--- config.mk ---
export PLATFORM = sky130hd
export DESIGN_NAME = wdt_rst_req_module_flat
export DESIGN_NICKNAME = d
export VERILOG_FILES = /design/src/rtl/wdt_rst_req_module_if.sv /design/src/rtl/wdt_rst_req_module.sv /design/src/flat_wrapper.sv
export SDC_FILE = /design/constraint.sdc
export NUM_CORES = 1
export LEC_CHECK = 0
export ABC_AREA = 1
export ABC_CLOCK_PERIOD_IN_PS = 2200
export CELL_PAD_IN_SITES_DETAIL_PLACEMENT = 0
export CELL_PAD_IN_SITES_GLOBAL_PLACEMENT = 2
export CORE_ASPECT_RATIO = 0.7
export CORE_MARGIN = 1
export CORE_UTILIZATION = 30
export CTS_BUF_LIST = sky130_fd_sc_hd__clkbuf_8
export CTS_CLUSTER_SIZE = 12
export DETAILED_ROUTE_END_ITERATION = 7
export PLACE_DENSITY_LB_ADDON = 0.05
export SYNTH_ARGS = -nofsm -noshare
export SYNTH_HDL_FRONTEND = slang
export SYNTH_SLANG_ARGS = --single-unit
--- constraint.sdc ---
create_clock -name i_clk -period 2.2 [get_ports i_clk]
set_clock_uncertainty 0.05 [all_clocks]
set_input_delay 0.44 -clock i_clk [delete_from_list [all_inputs] [get_ports i_clk]]
set_output_delay 0.44 -clock i_clk [all_outputs]
set_load 0.02 [all_outputs]
--- src/rtl/wdt_rst_req_module_if.sv ---
// rtl/wdt_rst_req_module_if.sv - watchdog control/status bundle
interface wdt_rst_req_module_if #(
    parameter int P_CNT_W = 16
);
    logic               i_en;
    logic               i_kick;
    logic               o_warn;
    logic               o_rst_req;
    logic [P_CNT_W-1:0] o_cnt;
    logic [7:0]         o_fire_cnt;
    logic               o_busy;

    modport master (
        output i_en, i_kick,
        input  o_warn, o_rst_req, o_cnt, o_fire_cnt, o_busy
    );

    modport slave (
        input  i_en, i_kick,
        output o_warn, o_rst_req, o_cnt, o_fire_cnt, o_busy
    );
endinterface

--- src/rtl/wdt_rst_req_module.sv ---
// rtl/wdt_rst_req_module.sv - watchdog timer emitting a reset-request pulse
module wdt_rst_req_module #(
    parameter int P_TIMEOUT    = 20,
    parameter int P_WARN_CYCLE = 5,
    parameter int P_REQ_PULSE  = 4,
    parameter int P_HOLDOFF    = 8,
    parameter int P_CNT_W      = 16
) (
    input  logic                  i_clk,
    input  logic                  i_rst,
    wdt_rst_req_module_if.slave   bus
);
    localparam int SUB_MAX   = (P_REQ_PULSE > P_HOLDOFF) ? P_REQ_PULSE : P_HOLDOFF;
    localparam int SUB_W     = (SUB_MAX > 1) ? $clog2(SUB_MAX) : 1;
    localparam int HOLD_LAST = (P_HOLDOFF > 0) ? P_HOLDOFF - 1 : 0;

    localparam logic [P_CNT_W-1:0] WARN_AT    = P_CNT_W'(P_TIMEOUT - P_WARN_CYCLE - 1);
    localparam logic [P_CNT_W-1:0] FIRE_AT    = P_CNT_W'(P_TIMEOUT - 1);
    localparam logic [SUB_W-1:0]   PULSE_END  = SUB_W'(P_REQ_PULSE - 1);
    localparam logic [SUB_W-1:0]   HOLD_END   = SUB_W'(HOLD_LAST);

    typedef enum logic [2:0] {
        S_IDLE,
        S_RUN,
        S_WARN,
        S_FIRE,
        S_HOLD
    } state_t;

    state_t             state, state_d;
    logic [P_CNT_W-1:0] cnt, cnt_d;
    logic               warn, warn_d;
    logic               req, req_d;
    logic               busy, busy_d;
    logic [7:0]         fire_cnt, fire_cnt_d;
    logic [SUB_W-1:0]   sub, sub_d;
    logic               do_fire;
    logic               do_release;

    always_ff @(posedge i_clk) begin
        if (i_rst) begin
            state    <= S_IDLE;
            cnt      <= '0;
            warn     <= 1'b0;
            req      <= 1'b0;
            busy     <= 1'b0;
            fire_cnt <= '0;
            sub      <= '0;
        end else begin
            state    <= state_d;
            cnt      <= cnt_d;
            warn     <= warn_d;
            req      <= req_d;
            busy     <= busy_d;
            fire_cnt <= fire_cnt_d;
            sub      <= sub_d;
        end
    end

    always_comb begin
        state_d    = state;
        cnt_d      = cnt;
        warn_d     = warn;
        req_d      = req;
        busy_d     = busy;
        fire_cnt_d = fire_cnt;
        sub_d      = sub;
        do_fire    = 1'b0;
        do_release = 1'b0;

        case (state)
            S_IDLE: begin
                cnt_d  = '0;
                warn_d = 1'b0;
                req_d  = 1'b0;
                busy_d = 1'b0;
                sub_d  = '0;
                if (bus.i_en) state_d = S_RUN;
            end
            // Disable beats kick, kick beats timeout.
            S_RUN: begin
                if (!bus.i_en) begin
                    state_d = S_IDLE;
                    cnt_d   = '0;
                end else if (bus.i_kick) begin
                    cnt_d = '0;
                end else if (cnt == WARN_AT) begin
                    if (P_WARN_CYCLE > 0) begin
                        state_d = S_WARN;
                        cnt_d   = cnt + 1'b1;
                        warn_d  = 1'b1;
                    end else begin
                        do_fire = 1'b1;
                    end
                end else begin
                    cnt_d = cnt + 1'b1;
                end
            end
            S_WARN: begin
                if (!bus.i_en) begin
                    state_d = S_IDLE;
                    cnt_d   = '0;
                    warn_d  = 1'b0;
                end else if (bus.i_kick) begin
                    state_d = S_RUN;
                    cnt_d   = '0;
                    warn_d  = 1'b0;
                end else if (cnt == FIRE_AT) begin
                    do_fire = 1'b1;
                end else begin
                    cnt_d = cnt + 1'b1;
                end
            end
            S_FIRE: begin
                if (sub == PULSE_END) begin
                    req_d = 1'b0;
                    sub_d = '0;
                    if (P_HOLDOFF > 0) state_d = S_HOLD;
                    else               do_release = 1'b1;
                end else begin
                    sub_d = sub + 1'b1;
                end
            end
            S_HOLD: begin
                if (sub == HOLD_END) do_release = 1'b1;
                else                 sub_d = sub + 1'b1;
            end
            default: state_d = S_IDLE;
        endcase

        if (do_fire) begin
            state_d    = S_FIRE;
            cnt_d      = '0;
            warn_d     = 1'b0;
            req_d      = 1'b1;
            busy_d     = 1'b1;
            sub_d      = '0;
            fire_cnt_d = (fire_cnt != 8'hFF) ? fire_cnt + 8'd1 : fire_cnt;
        end

        // Leaving the busy period re-arms only if still enabled.
        if (do_release) begin
            busy_d  = 1'b0;
            cnt_d   = '0;
            sub_d   = '0;
            state_d = bus.i_en ? S_RUN : S_IDLE;
        end
    end

    assign bus.o_warn     = warn;
    assign bus.o_rst_req  = req;
    assign bus.o_cnt      = cnt;
    assign bus.o_fire_cnt = fire_cnt;
    assign bus.o_busy     = busy;
endmodule

--- src/flat_wrapper.sv ---
// flat-port wrapper written by rule: the top's interface ports become plain ports
module wdt_rst_req_module_flat 
#(
    parameter int P_TIMEOUT    = 20,
    parameter int P_WARN_CYCLE = 5,
    parameter int P_REQ_PULSE  = 4,
    parameter int P_HOLDOFF    = 8,
    parameter int P_CNT_W      = 16
)
  (i_clk, i_rst, bus_i_en, bus_i_kick, bus_o_warn, bus_o_rst_req, bus_o_cnt, bus_o_fire_cnt, bus_o_busy);
  wdt_rst_req_module_if #(.P_CNT_W(P_CNT_W)) bus_i ();
  input  logic i_clk;
  input  logic i_rst;
  input wire logic [$bits(bus_i.i_en)-1:0] bus_i_en;
  input wire logic [$bits(bus_i.i_kick)-1:0] bus_i_kick;
  output wire logic [$bits(bus_i.o_warn)-1:0] bus_o_warn;
  output wire logic [$bits(bus_i.o_rst_req)-1:0] bus_o_rst_req;
  output wire logic [$bits(bus_i.o_cnt)-1:0] bus_o_cnt;
  output wire logic [$bits(bus_i.o_fire_cnt)-1:0] bus_o_fire_cnt;
  output wire logic [$bits(bus_i.o_busy)-1:0] bus_o_busy;
  assign bus_i.i_en = bus_i_en;
  assign bus_i.i_kick = bus_i_kick;
  assign bus_o_warn = bus_i.o_warn;
  assign bus_o_rst_req = bus_i.o_rst_req;
  assign bus_o_cnt = bus_i.o_cnt;
  assign bus_o_fire_cnt = bus_i.o_fire_cnt;
  assign bus_o_busy = bus_i.o_busy;
  wdt_rst_req_module #(.P_TIMEOUT(P_TIMEOUT), .P_WARN_CYCLE(P_WARN_CYCLE), .P_REQ_PULSE(P_REQ_PULSE), .P_HOLDOFF(P_HOLDOFF), .P_CNT_W(P_CNT_W)) u_core (.i_clk(i_clk), .i_rst(i_rst), .bus(bus_i));
endmodule
==> out/metrics.yaml <==
status: "complete, no violations"
grt_pass1_vias: 1886
antenna_found_initial: 0
dr_total_vias: 2037
synth_edf_count: 0
grt_overflow: 0
mostFrequentLayoutCell: "nand2_1"
r2r-end: "u_core.bus.o_cnt[12]$_SDFFE_PP0P_"
via_per_inst: 4.578
setup_viol: 0
diodes: 0
cp_max_fo: 6
yosysWarnings: 0
syn_inst: 309
critical_path_arrival_ps: 1400
crit_slowest_cell: "clkdlybuf4s50_1"
cts-resized-gates: 0
ant_nets: 0
r2r_start: "u_core.bus.o_cnt[0]$_SDFFE_PP0P_"
drt_iter0_markers: 81
async_flop_share: 0
port_buffers: 30
drt-pass1-iter-count: 4
crit_type: "reg2out"
dp.final_hpwl_mm: 4.309
fp.dieArea_um2: 7171
final_nets: 364
yosys.area.top_type_share: 0.3223
yosysSeqAreaShare: 0.3223
reg2reg_depth: 11
h-tree-depth: 2
rsz0062_at_grt: "false"
maxCapViolCount: 0
core_area_um2: 6396
relSlewSlack: 0.7678
drc_errors: 0
min_path_type: "reg2reg"
tritoncts: "built"
power.density_nw_per_um2: 637.3
initial_core_util: 0.3204
slowest_delay_ps: 650
holdPathStages: 2
hold_path_end: "u_core.bus.o_rst_req$_SDFFE_PP0P_"
cts_num_sinks: 33
cts_buffer_depth: 2
reg2reg_setup_slack_ps: 330
synth_area_um2: 2049
fin_setup_tns_ps: 0
cts_inserted_buffers: 5
required_ps: 1710
crit_path_start_kind: "register"
yosysTopAreaCell: "dfxtp_1"
gp_congestion: 0.7532
rows: 24
clkLatencyLatePin_ps: 290
cp.buffers_inverters: 1
fill_cells: 687
wl_per_cell_um: 12.14
die_x_um: 100.8
grt_pass1_wl_mm: 9.266
ios: 31
leakage_nw: 1.019
clk_pin_slew_worst_paths_ps: 70
tightest_slew_ps: 345.7
layout_common_cells: "72 x nand2_1, 49 x nor2_1, 40 x inv_1, 33 x dfxtp_1, 30 x clkdlybuf4s50_1"
final_hold_viol_count: 0
routed_wirelength_mm: 5.403
grt_max_degree: 17
cts-root-buf: "clkbuf_8"
crit_path_end_kind: "output pin"
vdd_drop_max_mv: 0.3110
postSynthAreaPerCell_um2: 6.633
syn-num-nets: 320
crit_family: "buffers and inverters"
hold-worst-slack_ps: 424.4
cp_cell_sequence: "clkdlybuf4s50_1"
period_share: 0.8603
critPathLaunch: "u_core.bus.o_cnt[5]$_SDFFE_PP0P_"
hp-start: "u_core.bus.o_rst_req$_SDFFE_PP0P_"
fmax_mhz: 528.3
post_cts_buffers: 0
slew_viol_final: 0
synthDistinctLibCells: 32
die_h_um: 71.15
drive_gt1_frac: 0.1158
area.growth.synth_to_final_pct: 26.86
holdBufCountCts: 0
track_usage: 0.1677
yosys-top-cells-area: "dfxtp_1 32%, nand2_1 13%, nor2_1 9.0%"
min_period_ps: 1893
synth-seq-cells: 33
postSynth.topFlopCell: "dfxtp_1"
-- tightest hold or removal path: cells and delay by family (launching register included) --
| family | cells | cell delay [ps] |
|---|---|---|
| AOI/OAI and AO/OA | 1 | 60 |
| DFF | 1 | 310 |
| and+or+nand+nor | 1 | 60 |
-- stage by stage --
stage	cell area, um^2	util	cells	worst slack [ps]	total power, mW
detailed placement	2509	0.3922	437	83.47	1.199
global route	2600	0.4065	445	125.1	1.783
floorplan	2049	-	309	437.7	1.064
CTS	2600	0.4065	445	269.1	1.683
finish	2600	0.4065	445	307.2	1.657
global placement	2509	0.3922	437	134.8	1.207
-- where the power goes --
| part | internal [mW] | switching (mW) |
|---|---|---|
| clock | 0.222 | 0.252 |
| sequential | 0.625 | 0.0410 |
| combinational | 0.159 | 0.358 |
-- layer usage --
metal | up-vias | track usage | part of all wire
li1 | 1081 | - | -
met1 | 918 | 0.2625 | 0.58
met2 | 34 | 0.2283 | 0.37
met3 | 4 | 0.03656 | 0.039
met4 | 0 | 0.03865 | 0.0059
met5 | - | 0 | 0
-- cell type report --
cell class | instances | area [um^2] | share of cell area
inverters | 45 | 168.9 | 0.06497
clock buffers | 5 | 68.82 | 0.02647
flip-flops and latches | 33 | 660.6 | 0.2541
clock inverters | 3 | 22.52 | 0.008662
repair buffers | 40 | 375.4 | 0.1444
multi-input cells | 228 | 1190 | 0.4577
well taps | 91 | 113.9 | 0.04379
-- cells in the mapped netlist (3+ instances only) --
| cell type | count |
|---|---|
| inv_2 | 4 |
| nand3_1 | 20 |
| ha_1 | 7 |
| nand2_1 | 72 |
| nand4_1 | 10 |
| nor2_4 | 5 |
| o21ai_0 | 13 |
| nor2_1 | 49 |
| nor2_2 | 3 |
| xor2_1 | 3 |
| a21oi_1 | 18 |
| nand2_2 | 3 |
| dfxtp_1 | 33 |
| nor3_1 | 5 |
| inv_1 | 40 |
| o21bai_1 | 4 |
-- cell families (layout without fill, tap and decap cells) --
logic type / count (synthesis) / in the layout / share of synthesized area
simple gates: 176 / 176 / 0.4084
fa+ha+maj: 7 / 7 / 0.04273
flops: 33 / 33 / 0.3223
xor+xnor: 4 / 4 / 0.01710
compound gates: 41 / 41 / 0.1123
buf+inv: 48 / 93 / 0.09706
-- flip-flops by register name, indices dropped and copies added, names as in the netlist --
register and count:
u_core.bus.o_cnt 16, u_core.bus.o_fire_cnt 8, u_core.bus.o_rst_req 1, u_core.bus.o_busy 1, u_core.bus.o_warn 1, u_core.sub 3, u_core.state 3
-- worst max path at each step --
stage / slack [ps] / endpoint / depth (start not counted)
detailed placement: 80 / u_core.bus.o_cnt[7]$_SDFFE_PP0P_ / 10
global placement: 130 / u_core.bus.o_cnt[12]$_SDFFE_PP0P_ / 11
finish: 310 / bus_o_cnt[5] / 1
global route: 130 / u_core.bus.o_cnt[7]$_SDFFE_PP0P_ / 9
CTS: 270 / u_core.bus.o_cnt[7]$_SDFFE_PP0P_ / 9
floorplan: 440 / u_core.bus.o_fire_cnt[4]$_SDFFE_PP0P_ / 9
(Power assumes the default switching activity.)
